### config.mk
export PLATFORM = sky130hd
export DESIGN_NAME = ov7670_config_sequencer
export DESIGN_NICKNAME = d
export VERILOG_FILES = /design/src/rtl/ov7670_config_sequencer.sv
export SDC_FILE = /design/constraint.sdc
export NUM_CORES = 1
export LEC_CHECK = 0
export CAP_MARGIN = 25
export CORE_ASPECT_RATIO = 2
export CORE_MARGIN = 2
export CORE_UTILIZATION = 30
export CTS_CLUSTER_DIAMETER = 60
export CTS_CLUSTER_SIZE = 14
export DETAILED_ROUTE_END_ITERATION = 6
export DONT_BUFFER_PORTS = 1
export GPL_ROUTABILITY_DRIVEN = 0
export HOLD_SLACK_MARGIN = 0.15
export PLACE_DENSITY = 0.51
export SLEW_MARGIN = 30
export SYNTH_ARGS = -nofsm -noshare
export SYNTH_HDL_FRONTEND = slang
export SYNTH_SLANG_ARGS = --single-unit
### constraint.sdc
create_clock -name clk_i -period 2.25 [get_ports clk_i]
set_clock_uncertainty 0.15 [all_clocks]
set_input_delay 0.225 -clock clk_i [delete_from_list [all_inputs] [get_ports clk_i]]
set_output_delay 0.225 -clock clk_i [all_outputs]
set_load 0.01 [all_outputs]
### src/rtl/ov7670_config_sequencer.sv
// Walks the OV7670 configuration ROM from address 0 and issues one SCCB write per entry.
// Delay entries insert a settle time. The end marker, or running off address 255, finishes the walk.
module ov7670_config_sequencer #(
  parameter int CLK_FREQ     = 25_000_000,
  parameter int DELAY_MS     = 10,
  parameter int DELAY_CYCLES = CLK_FREQ/1000*DELAY_MS
) (
  input  logic        clk_i,
  input  logic        rst_n_i,
  input  logic        start_i,
  output logic [7:0]  rom_addr_o,
  input  logic [15:0] rom_data_i,
  output logic [7:0]  sccb_addr_o,
  output logic [7:0]  sccb_data_o,
  output logic        sccb_start_o,
  input  logic        sccb_ready_i,
  output logic        busy_o,
  output logic        done_o
);

  localparam int CNT_W = $clog2(DELAY_CYCLES+1);
  localparam logic [15:0] ENTRY_END   = 16'hFFFF;
  localparam logic [15:0] ENTRY_DELAY = 16'hFFF0;

  typedef enum logic [2:0] {
    S_IDLE, S_FETCH, S_SEND, S_WAIT_BUSY, S_WAIT_IDLE, S_DELAY, S_DONE
  } state_e;

  state_e             state_q, state_d;
  logic               fetch_ph_q, fetch_ph_d;
  logic [7:0]         rom_addr_q, rom_addr_d;
  logic [7:0]         sccb_addr_q, sccb_addr_d;
  logic [7:0]         sccb_data_q, sccb_data_d;
  logic               sccb_start_q, sccb_start_d;
  logic               busy_q, busy_d;
  logic               done_q, done_d;
  logic [CNT_W-1:0]   cnt_q, cnt_d;
  logic               last_entry;

  // Address 255 is the final slot; finishing it ends the walk instead of wrapping.
  assign last_entry = (rom_addr_q == 8'hFF);

  always_ff @(posedge clk_i) begin
    if (!rst_n_i) begin
      state_q      <= S_IDLE;
      fetch_ph_q   <= 1'b0;
      rom_addr_q   <= '0;
      sccb_addr_q  <= '0;
      sccb_data_q  <= '0;
      sccb_start_q <= 1'b0;
      busy_q       <= 1'b0;
      done_q       <= 1'b0;
      cnt_q        <= '0;
    end else begin
      state_q      <= state_d;
      fetch_ph_q   <= fetch_ph_d;
      rom_addr_q   <= rom_addr_d;
      sccb_addr_q  <= sccb_addr_d;
      sccb_data_q  <= sccb_data_d;
      sccb_start_q <= sccb_start_d;
      busy_q       <= busy_d;
      done_q       <= done_d;
      cnt_q        <= cnt_d;
    end
  end

  always_comb begin
    state_d      = state_q;
    fetch_ph_d   = fetch_ph_q;
    rom_addr_d   = rom_addr_q;
    sccb_addr_d  = sccb_addr_q;
    sccb_data_d  = sccb_data_q;
    sccb_start_d = 1'b0;
    busy_d       = busy_q;
    done_d       = done_q;
    cnt_d        = cnt_q;
    case (state_q)
      S_IDLE: begin
        rom_addr_d = '0;
        if (start_i) begin
          state_d    = S_FETCH;
          fetch_ph_d = 1'b0;
          busy_d     = 1'b1;
          done_d     = 1'b0;
        end
      end
      // First cycle lets the ROM register the address; second cycle decodes its data.
      S_FETCH: begin
        if (!fetch_ph_q) begin
          fetch_ph_d = 1'b1;
        end else begin
          fetch_ph_d = 1'b0;
          if (rom_data_i == ENTRY_END) begin
            state_d = S_DONE;
          end else if (rom_data_i == ENTRY_DELAY) begin
            cnt_d   = CNT_W'(DELAY_CYCLES-1);
            state_d = S_DELAY;
          end else begin
            sccb_addr_d = rom_data_i[15:8];
            sccb_data_d = rom_data_i[7:0];
            state_d     = S_SEND;
          end
        end
      end
      S_SEND: begin
        if (sccb_ready_i) begin
          sccb_start_d = 1'b1;
          state_d      = S_WAIT_BUSY;
        end
      end
      S_WAIT_BUSY: begin
        if (!sccb_ready_i) state_d = S_WAIT_IDLE;
      end
      S_WAIT_IDLE: begin
        if (sccb_ready_i) begin
          if (last_entry) begin
            state_d = S_DONE;
          end else begin
            rom_addr_d = rom_addr_q + 8'd1;
            state_d    = S_FETCH;
          end
        end
      end
      S_DELAY: begin
        if (cnt_q == '0) begin
          if (last_entry) begin
            state_d = S_DONE;
          end else begin
            rom_addr_d = rom_addr_q + 8'd1;
            state_d    = S_FETCH;
          end
        end else begin
          cnt_d = cnt_q - 1'b1;
        end
      end
      // busy/done follow the state by one edge, so done rises the edge after the end marker decodes.
      S_DONE: begin
        busy_d = 1'b0;
        done_d = 1'b1;
        if (start_i) begin
          rom_addr_d = '0;
          busy_d     = 1'b1;
          done_d     = 1'b0;
          fetch_ph_d = 1'b0;
          state_d    = S_FETCH;
        end
      end
      default: state_d = S_IDLE;
    endcase
  end

  assign rom_addr_o   = rom_addr_q;
  assign sccb_addr_o  = sccb_addr_q;
  assign sccb_data_o  = sccb_data_q;
  assign sccb_start_o = sccb_start_q;
  assign busy_o       = busy_q;
  assign done_o       = done_q;

endmodule
======== Yosys cells after proc, flatten, opt, wreduce, memory -nomap -nowiden ========
Index checks and enable logic that the tools add are counted.
storage, ports and cells
  register bits ........................... 49
operators by class
  bitwise logic cells ..................... 2
  eq/ne operators ......................... 20
  mux-type cells .......................... 29
  reductions and logical operators ........ 14
  add/sub/neg operators ................... 2
operators with widths
  operator                                                                number
  18-bit two-way mux                                                      4
  18-bit case mux with 2 select lines                                     1
  16-bit equality test (second input constant)                            2
  8-bit two-way mux                                                       4
  8-bit case mux with 4 select lines                                      1
  3-bit two-way mux                                                       9
  2-bit inequality test (second input constant)                           10
  18-bit zero test                                                        1
  3-bit case mux with 6 select lines                                      1
  18-bit by 1-bit subtractor with 18-bit output (second input constant)   1
  3-bit equality test (second input constant)                             3
  8-bit by 1-bit adder with 8-bit output (second input constant)          1
  8-bit equality test (second input constant)                             1
  4-bit AND reduction                                                     2
  3-bit by 2-bit equality test with 1-bit output (second input constant)  2
  1-bit two-way mux                                                       6
  1-bit case mux with 2 select lines                                      3
  2-bit AND reduction                                                     3
  6-bit AND reduction                                                     1
  2-bit nonzero test                                                      3
  5-bit AND reduction                                                     1
  4-bit nonzero test                                                      1
  3-bit by 1-bit equality test with 1-bit output (second input constant)  1
  3-bit zero test                                                         1
  other kinds (3)                                                         4

======== Logic depth before layout (Yosys ltp) ========
Gate-level depths: netlist of run 1.
  depth in word-level cells ............... 5
  depth in mapped cells ................... 8

======== Least setup slack after synthesis of run 1 ========
No wires, ideal clock.
  path type ............................... register to register
  start ................................... register cnt_q[10]
  end ..................................... register cnt_q[1]
  arrival time ............................ 1.918 ns
  buffers on the path ..................... 2
  setup slack ............................. 0.066 ns
  stages on the path, launching flop included .. 8
  period minus slack after synthesis ...... 2.184 ns
  setup time .............................. 0.115 ns
  cell sequence ........................... dfxtp_1 or3_4 or4_4 buf_6 o21ai_4 buf_6 nand3_1 and3_1
on the way
  longest elaborated chain between the ends .. 3
RTL lines
  element                          RTL line  source
  start, declared                  37        logic [CNT_W-1:0] cnt_q, cnt_d;
  start signal, assigned           63        cnt_q <= cnt_d;
  18-bit zero test                 125       if (cnt_q == '0) begin
  2-bit inequality test (no line)  n/a
  5-bit AND reduction (no line)    n/a
No other way between the ends.
A chain may end at the register's enable or synchronous reset.

======== Worst setup path after layout of run 1 ========
  start ................................... register cnt_q[11]
  end ..................................... register cnt_q[11]
on the way
  longest elaborated chain between the ends .. 3
  elaborated cells on any way between the ends .. 6
RTL lines
  element                                                                                   RTL line
  18-bit by 1-bit subtractor with 18-bit output / 18-bit zero test (equally long branches)  133, 125
  18-bit two-way mux / 2-bit inequality test (equally long branches)                        n/a
  18-bit case mux with 2 select lines / 5-bit AND reduction (equally long branches)         n/a
Parallel ways exist; a longest one is shown, timed or not. The select of a mux whose other input is x is not followed.

==> results of run 1 <==
power groups by stage:
| stage | logic [mW] | registers [mW] | clock network, mW |
|---|---|---|---|
| final | 0.723 | 1.03 | 0.754 |
| after global routing | 0.809 | 1.04 | 0.804 |
| after global placement | 0.670 | 1.04 | 0 |
| after CTS | 0.714 | 1.03 | 0.779 |
| after floorplan | 0.529 | 1.00 | 0 |
| after detailed placement | 0.678 | 1.05 | 0 |
cell usage after synthesis, types with 2 or more instances:
master	instances	share of area (%)
nand4b_1	3	1.1
o2111ai_1	3	1.1
or4_1	6	1.8
clkbuf_1	10	1.5
and3_1	3	0.75
inv_1	4	0.60
or3_2	2	0.60
a21boi_0	2	0.60
a221oi_1	2	0.70
a31oi_1	3	0.75
nor3_1	9	1.8
mux2i_1	19	7.6
nor3b_1	2	0.60
nor2_1	39	5.8
nand2_1	14	2.1
a21oi_1	15	3.0
nand4_1	6	1.5
a2111oi_0	2	0.70
or3_1	6	1.5
nand3_1	11	2.2
a21oi_2	2	0.70
o21ai_0	3	0.60
o211ai_1	4	1.2
ha_1	2	1.0
o211a_1	4	1.6
xor2_1	6	2.1
xnor2_1	7	2.5
buf_2	2	0.40
o31ai_1	3	0.90
o21ai_1	2	0.40
nor2b_1	5	1.3
buf_6	3	1.3
dfxtp_1	49	39
nand2b_1	4	1.0
worst max-delay path by stage:
stage                                       to  slack [ns]  depth (start not counted)
finish                  cnt_q[11]$_SDFFE_PN0P_        0.08                          6
global placement    rom_addr_o[5]$_SDFFE_PN0P_        0.02                          6
detailed placement  rom_addr_o[5]$_SDFFE_PN0P_        0.02                          6
global route            cnt_q[13]$_SDFFE_PN0P_       0.007                          6
floorplan                cnt_q[1]$_SDFFE_PN0P_        0.07                          7
CTS                 rom_addr_o[5]$_SDFFE_PN0P_       0.007                          6
layer usage:
metal | global-route usage (%) | vias to the layer above | share of wire [%]
met5 | 0 | - | 0
met4 | 5.56 | 0 | 1.8
met3 | 3.21 | 7 | 4.1
met2 | 29.6 | 52 | 58
met1 | 13.9 | 1063 | 36
li1 | - | 1121 | -
timing repair:
action | in CTS | in global routing
setup endpoints to repair | 0 | 9
setup buffers | 0 | 1
gates resized for setup | 0 | 10
endpoints found under the hold margin | 45 | 0
hold buffers | 19 | 0
placed cells by master, fill, tap and decap left out, types with 3 or more instances in the layout:
cell type      Yosys  layout
xor2_1             6       6
clkbuf_16          0       5
or3_1              6       5
nor3_1             9       8
o31ai_1            3       3
nor2b_1            5       5
nor2_1            39      39
inv_1              4       4
o21ai_0            3       3
dlygate4sd3_1      0      18
nand4_1            6       6
o211a_1            4       4
nand4b_1           3       3
nand3_1           11      11
and3_1             3       3
mux2i_1           19      19
or4_1              6       6
a21oi_1           15      15
xnor2_1            7       7
dfxtp_1           49      48
buf_4              0      29
o211ai_1           4       4
a31oi_1            3       3
nand2b_1           4       4
nand2_1           14      14
cell type report:
type | count | area share [%]
repair buffers | 50 | 14.1
clock buffers | 6 | 4.04
clock inverters | 2 | 0.470
inverters | 5 | 0.588
flip-flops and latches | 49 | 30.8
multi-input cells | 214 | 46.2
well taps | 98 | 3.84
stage by stage:
stage	hold slack [ns]	instance area (um^2)	std cells
after floorplan	0.221	2500	283
after global placement	0.213	2790	396
after detailed placement	0.216	2790	396
after CTS	0.154	3130	423
after global routing	0.208	3190	424
final	0.148	3190	424
critical path: cells and delay by family, from the launching register on:
| kind | cells | cell delay (ns) |
|---|---|---|
| xor+xnor | 1 | 0.17 |
| flops | 1 | 0.33 |
| simple gates | 3 | 1.00 |
| buf+inv | 1 | 0.18 |
| compound gates | 1 | 0.24 |
sequential cells by signal (all words and copies together) (netlist names):
signal	count
cnt_q	18
rom_addr_o	8
done_o	1
fetch_ph_q	1
state_q	3
busy_o	1
sccb_addr_o	8
sccb_data_o	8
sccb_start_o	1
cell families (layout without fill, tap and decap cells):
kind of cell               count (synthesis)  count (layout)  share of synthesized area, %
AOI/OAI and AO/OA                         58              58                          16.9
xor gates and xnor gates                  13              13                          4.55
adders and majority gates                  2               2                          1.00
buffers and inverters                     20              63                          4.00
DFF                                       49              49                          39.2
muxes                                     19              19                          7.60
and+or+nand+nor                          122             122                          26.8
==> metrics, run 1 <==
crit share post-route 96.3%; Yosys warning count 0; area grow syn2layout 27.5%; Largest stage delay, worst path between 0.5 and 0.6 ns; share of layout cells above drive strength 1 17.5%; worst setup margin between 0.08 and 0.09 ns; Sink Count 49; static leakage approximately 1.2 nW; first-pass GRT wire length roughly 11 mm; Hold Vio Cnt, Final 0; combinational share of power between 20 and 30%; Antenna Cells 0; vias per cell 5.29; Clk pwr share a little under a third; PwrDens between 700 and 800 mW/mm^2; EDFF count, synth 0; max_cap viols 0; core area roughly 0.008 mm^2; vias in the first global route about 2300; Die Footprint ~0.0091 mm^2; final WL around 6.4 mm; maximum clock rate 0.462 GHz; clock root buffer clkbuf_16; Horiz. Die Dim between 60 and 70 um; slowest stage cell, crit path or4_4; net switching power roughly 0.82 mW; R2R cell count 6; gr ovfl total 0; Max VDD drop between 0.4 and 0.5 mV; setup_tns 0 ns; Min Clock Period, post-route about 2.2 ns; Reg power frac between 40% and 50%; Tightest Pin Transition 0.720 ns; TritonCTS Buffers 5; antenna violations before repair 0; HP Start sccb_ready_i; Nets approximately 350; DRT antenna net count 0; clock-pin slew on the worst setup and hold paths roughly 0.070 ns; R2R Path End cnt_q[11]$_SDFFE_PN0P_; Synth Instances 283; worst path cell trace or3_4, or4_4, buf_4, o2111ai_1, xor2_1, nor2_1; Reg2Reg Launch Point cnt_q[11]$_SDFFE_PN0P_; via count 2243; post-synth cell types 60; CP Data Arrival Time ~2.2 ns; post-layout util between 30% and 40%; Die Y 133 um; largest net degree at the start of global routing 20; total power draw around 2.5 mW; Critical Path End Type flop; DRT Pass-1 Iters 4; syn nets between 300 and 400; H-tree Lvls 2; Net Sw Frac 32.7%; gr usage total approximately 15%; DP HPWL between 4 and 5 mm; Main synth FF type dfxtp_1; clock tree from TritonCTS done; WL per Instance about 15 um; Seq/Total Area, Yosys between 30 and 40%; worst path required time approximately 2.3 ns; Int Power approximately 1.7 mW; # setup viols final 0; register-to-register setup slack 0.08 ns; critical path fanouts, max 6; boundary pin count 47; Max Root-Sink Buffers 2; Place WS between 0.015 and 0.02 ns; WS Path Type flop to flop; footprint of the multi-input gates 0.00147 mm^2; Starting Density between 30 and 40%; Hold Crit Class primary input to flop; outcome finished, final reports clean; # DRC 0; worst hold endpoint state_q[0]$_SDFFE_PN0P_; 1st-iter DRT viols just under 80; Rows 47; Worst setup SP type flop; worst relative slew slack a little over half; # port buffers 0; Post-Syn Area 0.00250 mm^2; fillers 799; register area ~980 um^2; Synth async-reset ratio 0%; crit path launch cnt_q[11]$_SDFFE_PN0P_; clock latency at the later pin of the worst-skew pair around 0.29 ns; Mapped Avg Cell Area a little under 9 um^2; #FFs+latches synth 49; hold path depth 4; RSZ-0062 raised after global routing no; final slew viol count 0
No activity file was read; power rests on OpenSTA's default activity.
==> run 2: changes to the inputs <==
--- a/config.mk
+++ b/config.mk
@@ -5,6 +5,7 @@
 export SDC_FILE = /design/constraint.sdc
 export NUM_CORES = 1
 export LEC_CHECK = 0
+export ABC_AREA = 1
 export CAP_MARGIN = 25
 export CORE_ASPECT_RATIO = 2
 export CORE_MARGIN = 2
==> run 2 against run 1 <==
Area after synthesis rose by 21%. Clock power about the same. Non-clock buffer count down 25. Worst setup slack gained 0.082 ns. First-iteration DRC count up 29%. Wire length rose by 30%. Power increased by 58%. Combinational power grew to 2.7 times the previous value. Critical path type is now primary input to flop. Highest routed layer unchanged.
==> metrics, run 2 <==
Post-Syn Area 0.00303 mm^2 (+21%); TritonCTS Buffers 5 (unchanged); total power draw 3.94 mW (+58%); max_cap viols 0 (unchanged); gr ovfl total 0 (unchanged); largest cells by area after synthesis dfxtp_1, nand2_1, nor2_1, inv_1, nand3_1; slowest stage cell, crit path dlygate4sd3_1; Critical Path End Type flop; #FFs+latches synth 49 (unchanged); Mapped Avg Cell Area 6.28 um^2 (-29%); final WL 8.32 mm (+30%); clock tree from TritonCTS done; share of layout cells above drive strength 1 10.6% (-6.9 points); DRT antenna net count 0 (unchanged); Starting Density 31.0% (+0.39 points); Place WS 0.219 ns (+0.203 ns); leading area contributor after synthesis dfxtp_1; Min Clock Period, post-route 2.08 ns (-0.0820 ns); Max VDD drop 0.447 mV (-6.4%); Largest stage delay, worst path 1.15 ns (+0.63 ns); critical path fanouts, max 20 (+14); WL per Instance 13.2 um (-13%); Critical Path End sccb_start_o$_SDFF_PN0_; final slew viol count 0 (unchanged); crit share post-route 92.6% (-3.6 points); first-pass GRT wire length 13.6 mm (+30%); Hold Vio Cnt, Final 0 (unchanged); Seq/Total Area, Yosys 32.4% (-6.8 points); Horiz. Die Dim 75.0 um (+9.4%); Nets 522 (+50%); max FFs per register 18 (unchanged); R2R Path End sccb_data_o[5]$_SDFFE_PN0P_; Sink Count 49 (unchanged); # port buffers 0 (unchanged); Hold Crit Class primary input to flop; Max Root-Sink Buffers 2 (unchanged); Top reg by flops cnt_q; static leakage 1.56 nW (+32%); Tightest Pin Transition 0.929 ns (+0.209 ns); CP Data Arrival Time 2.10 ns (-0.10 ns); Synth Instances 482 (+70%); post-synth cell types 34 (-43%); clock root buffer clkbuf_16; PwrDens 1130 mW/mm^2 (+44%); worst path cell trace dlygate4sd3_1, inv_1, buf_4, nor4_1; worst setup margin 0.166 ns (+0.0820 ns); 1st-iter DRT viols 99 (+29%); Worst setup SP type primary input; # setup viols final 0 (unchanged); worst relative slew slack 37.9% (-14 points); Layout Cells excl Fill 632 (+49%); postcts setup bufs 0 (unchanged); post-synth top area share 32.4% (-6.8 points); maximum clock rate 0.480 GHz (+3.9%); area grow syn2layout 15.0%; DRT Pass-1 Iters 4 (unchanged); Yosys warning count 0 (unchanged); vias in the first global route 3016 (+33%); via count 2961 (+32%); H-tree Lvls 2 (unchanged); setup_tns 0 ns (unchanged); clock latency at the later pin of the worst-skew pair 0.29 ns (about the same); clock-pin slew on the worst setup and hold paths 0.07 ns (about the same); Reg2Reg Launch Point state_q[2]$_SDFFE_PN0P_; antenna violations before repair 0 (unchanged); vias per cell 4.69 (-11%); Rows 51 (+8.5%); register-to-register setup slack 0.20 ns (+0.12 ns); WS Path Type primary input to flop; R2R cell count 8 (+2); outcome finished, final reports clean; Main synth FF type dfxtp_1; Placed Cells 607 (+53%); gr usage total 16.3% (+1.2 points); Die Y 146 um (+9.7%); boundary pin count 47 (unchanged); Die Footprint 0.0110 mm^2 (+20%); EDFF count, synth 0 (unchanged); commonest cells in the netlist nand2_1, nor2_1, inv_1; crit path launch rst_n_i; syn nets 504 (+65%); # DRC 0 (unchanged); DP HPWL 6.43 mm (+36%); largest net degree at the start of global routing 33 (+65%); core area 0.00976 mm^2 (+19%); Antenna Cells 0 (unchanged); worst path required time 2.27 ns (-0.02 ns); most common cell after layout, fill and taps aside nand2_1; cell with the most instances after synthesis nand2_1; most frequent cells in the layout nand2_1, nor2_1, inv_1; RSZ-0062 raised after global routing no; Synth async-reset ratio 0% (unchanged)
run 2: cell types whose count changed after synthesis, moves of 6 or more:
cell,previous run,this run
mux2i_1,19,0
a21oi_1,15,24
xnor2_1,7,1
nor3_1,9,0
a21oi_2,2,9
nand2_2,0,10
nand3_1,11,34
inv_1,4,50
or3_1,6,0
nand2_1,14,150
or4_1,6,0
nor2_1,39,89
run 2: final cells by class:
cell class	count	area, um^2
Clock buffer	7	143
Fill cell	1064	6280
Inverter	55	213
Multi-Input combinational cell	364	1740
Sequential cell	49	983
Tap cell	132	165
Timing Repair Buffer	25	236
run 2: critical path: cells and delay by family:
| kind | cells | cell delay, ns |
|---|---|---|
| buffers and inverters | 3 | 1.52 |
| AND/OR/NAND/NOR | 1 | 0.35 |
run 2: power breakdown:
part / switching (mW) / internal [mW] / leakage [nW]
Combinational: 1.27 / 0.673 / 1.09
Clock: 0.318 / 0.437 / 0.0700
Sequential: 0.217 / 1.03 / 0.398
run 2: routing by layer:
metal,wire length [um],global-route usage [%]
met1,2810,14.3
met2,4760,31.0
met3,340,3.52
met4,411,9.91
met5,0,0
run 2: how the worst min path moves through the flow:
stage               cells past startpoint  slack, ns                           to           from
finish                                  4       0.17          busy_o$_SDFFE_PN0P_        start_i
global route                            4       0.19          busy_o$_SDFFE_PN0P_        start_i
global placement                        2       0.21  sccb_data_o[5]$_SDFFE_PN0P_        rst_n_i
floorplan                               2       0.21  sccb_addr_o[0]$_SDFFE_PN0P_  rom_data_i[8]
CTS                                     4       0.18          busy_o$_SDFFE_PN0P_        start_i
detailed placement                      2       0.21  sccb_addr_o[0]$_SDFFE_PN0P_        rst_n_i
run 2: logic make-up (layout without fill, tap and decap cells):
| group | after synthesis | in the layout | synth area share (%) |
|---|---|---|---|
| AND/OR/NAND/NOR | 314 | 314 | 46.2 |
| adder cells (fa/ha/maj) | 2 | 2 | 0.827 |
| buffers and inverters | 69 | 87 | 10.3 |
| AO/OA/AOI/OAI | 41 | 41 | 8.23 |
| flip-flops | 49 | 49 | 32.4 |
| XOR/XNOR | 7 | 7 | 2.03 |
run 2: what timing repair did:
item	CTS	global route
endpoints found under the setup margin	0	1
gates resized for setup	0	4
hold endpoints to repair	25	0
hold buffers	18	0
run 2: through the flow:
| step | util (%) | hold WS, ns | area (um^2) |
|---|---|---|---|
| after floorplan | - | 0.210 | 3030 |
| after global placement | 32.2 | 0.205 | 3150 |
| after detailed placement | 32.2 | 0.207 | 3150 |
| after CTS | 35.5 | 0.179 | 3470 |
| after global routing | 35.6 | 0.187 | 3480 |
| final | 35.6 | 0.167 | 3480 |
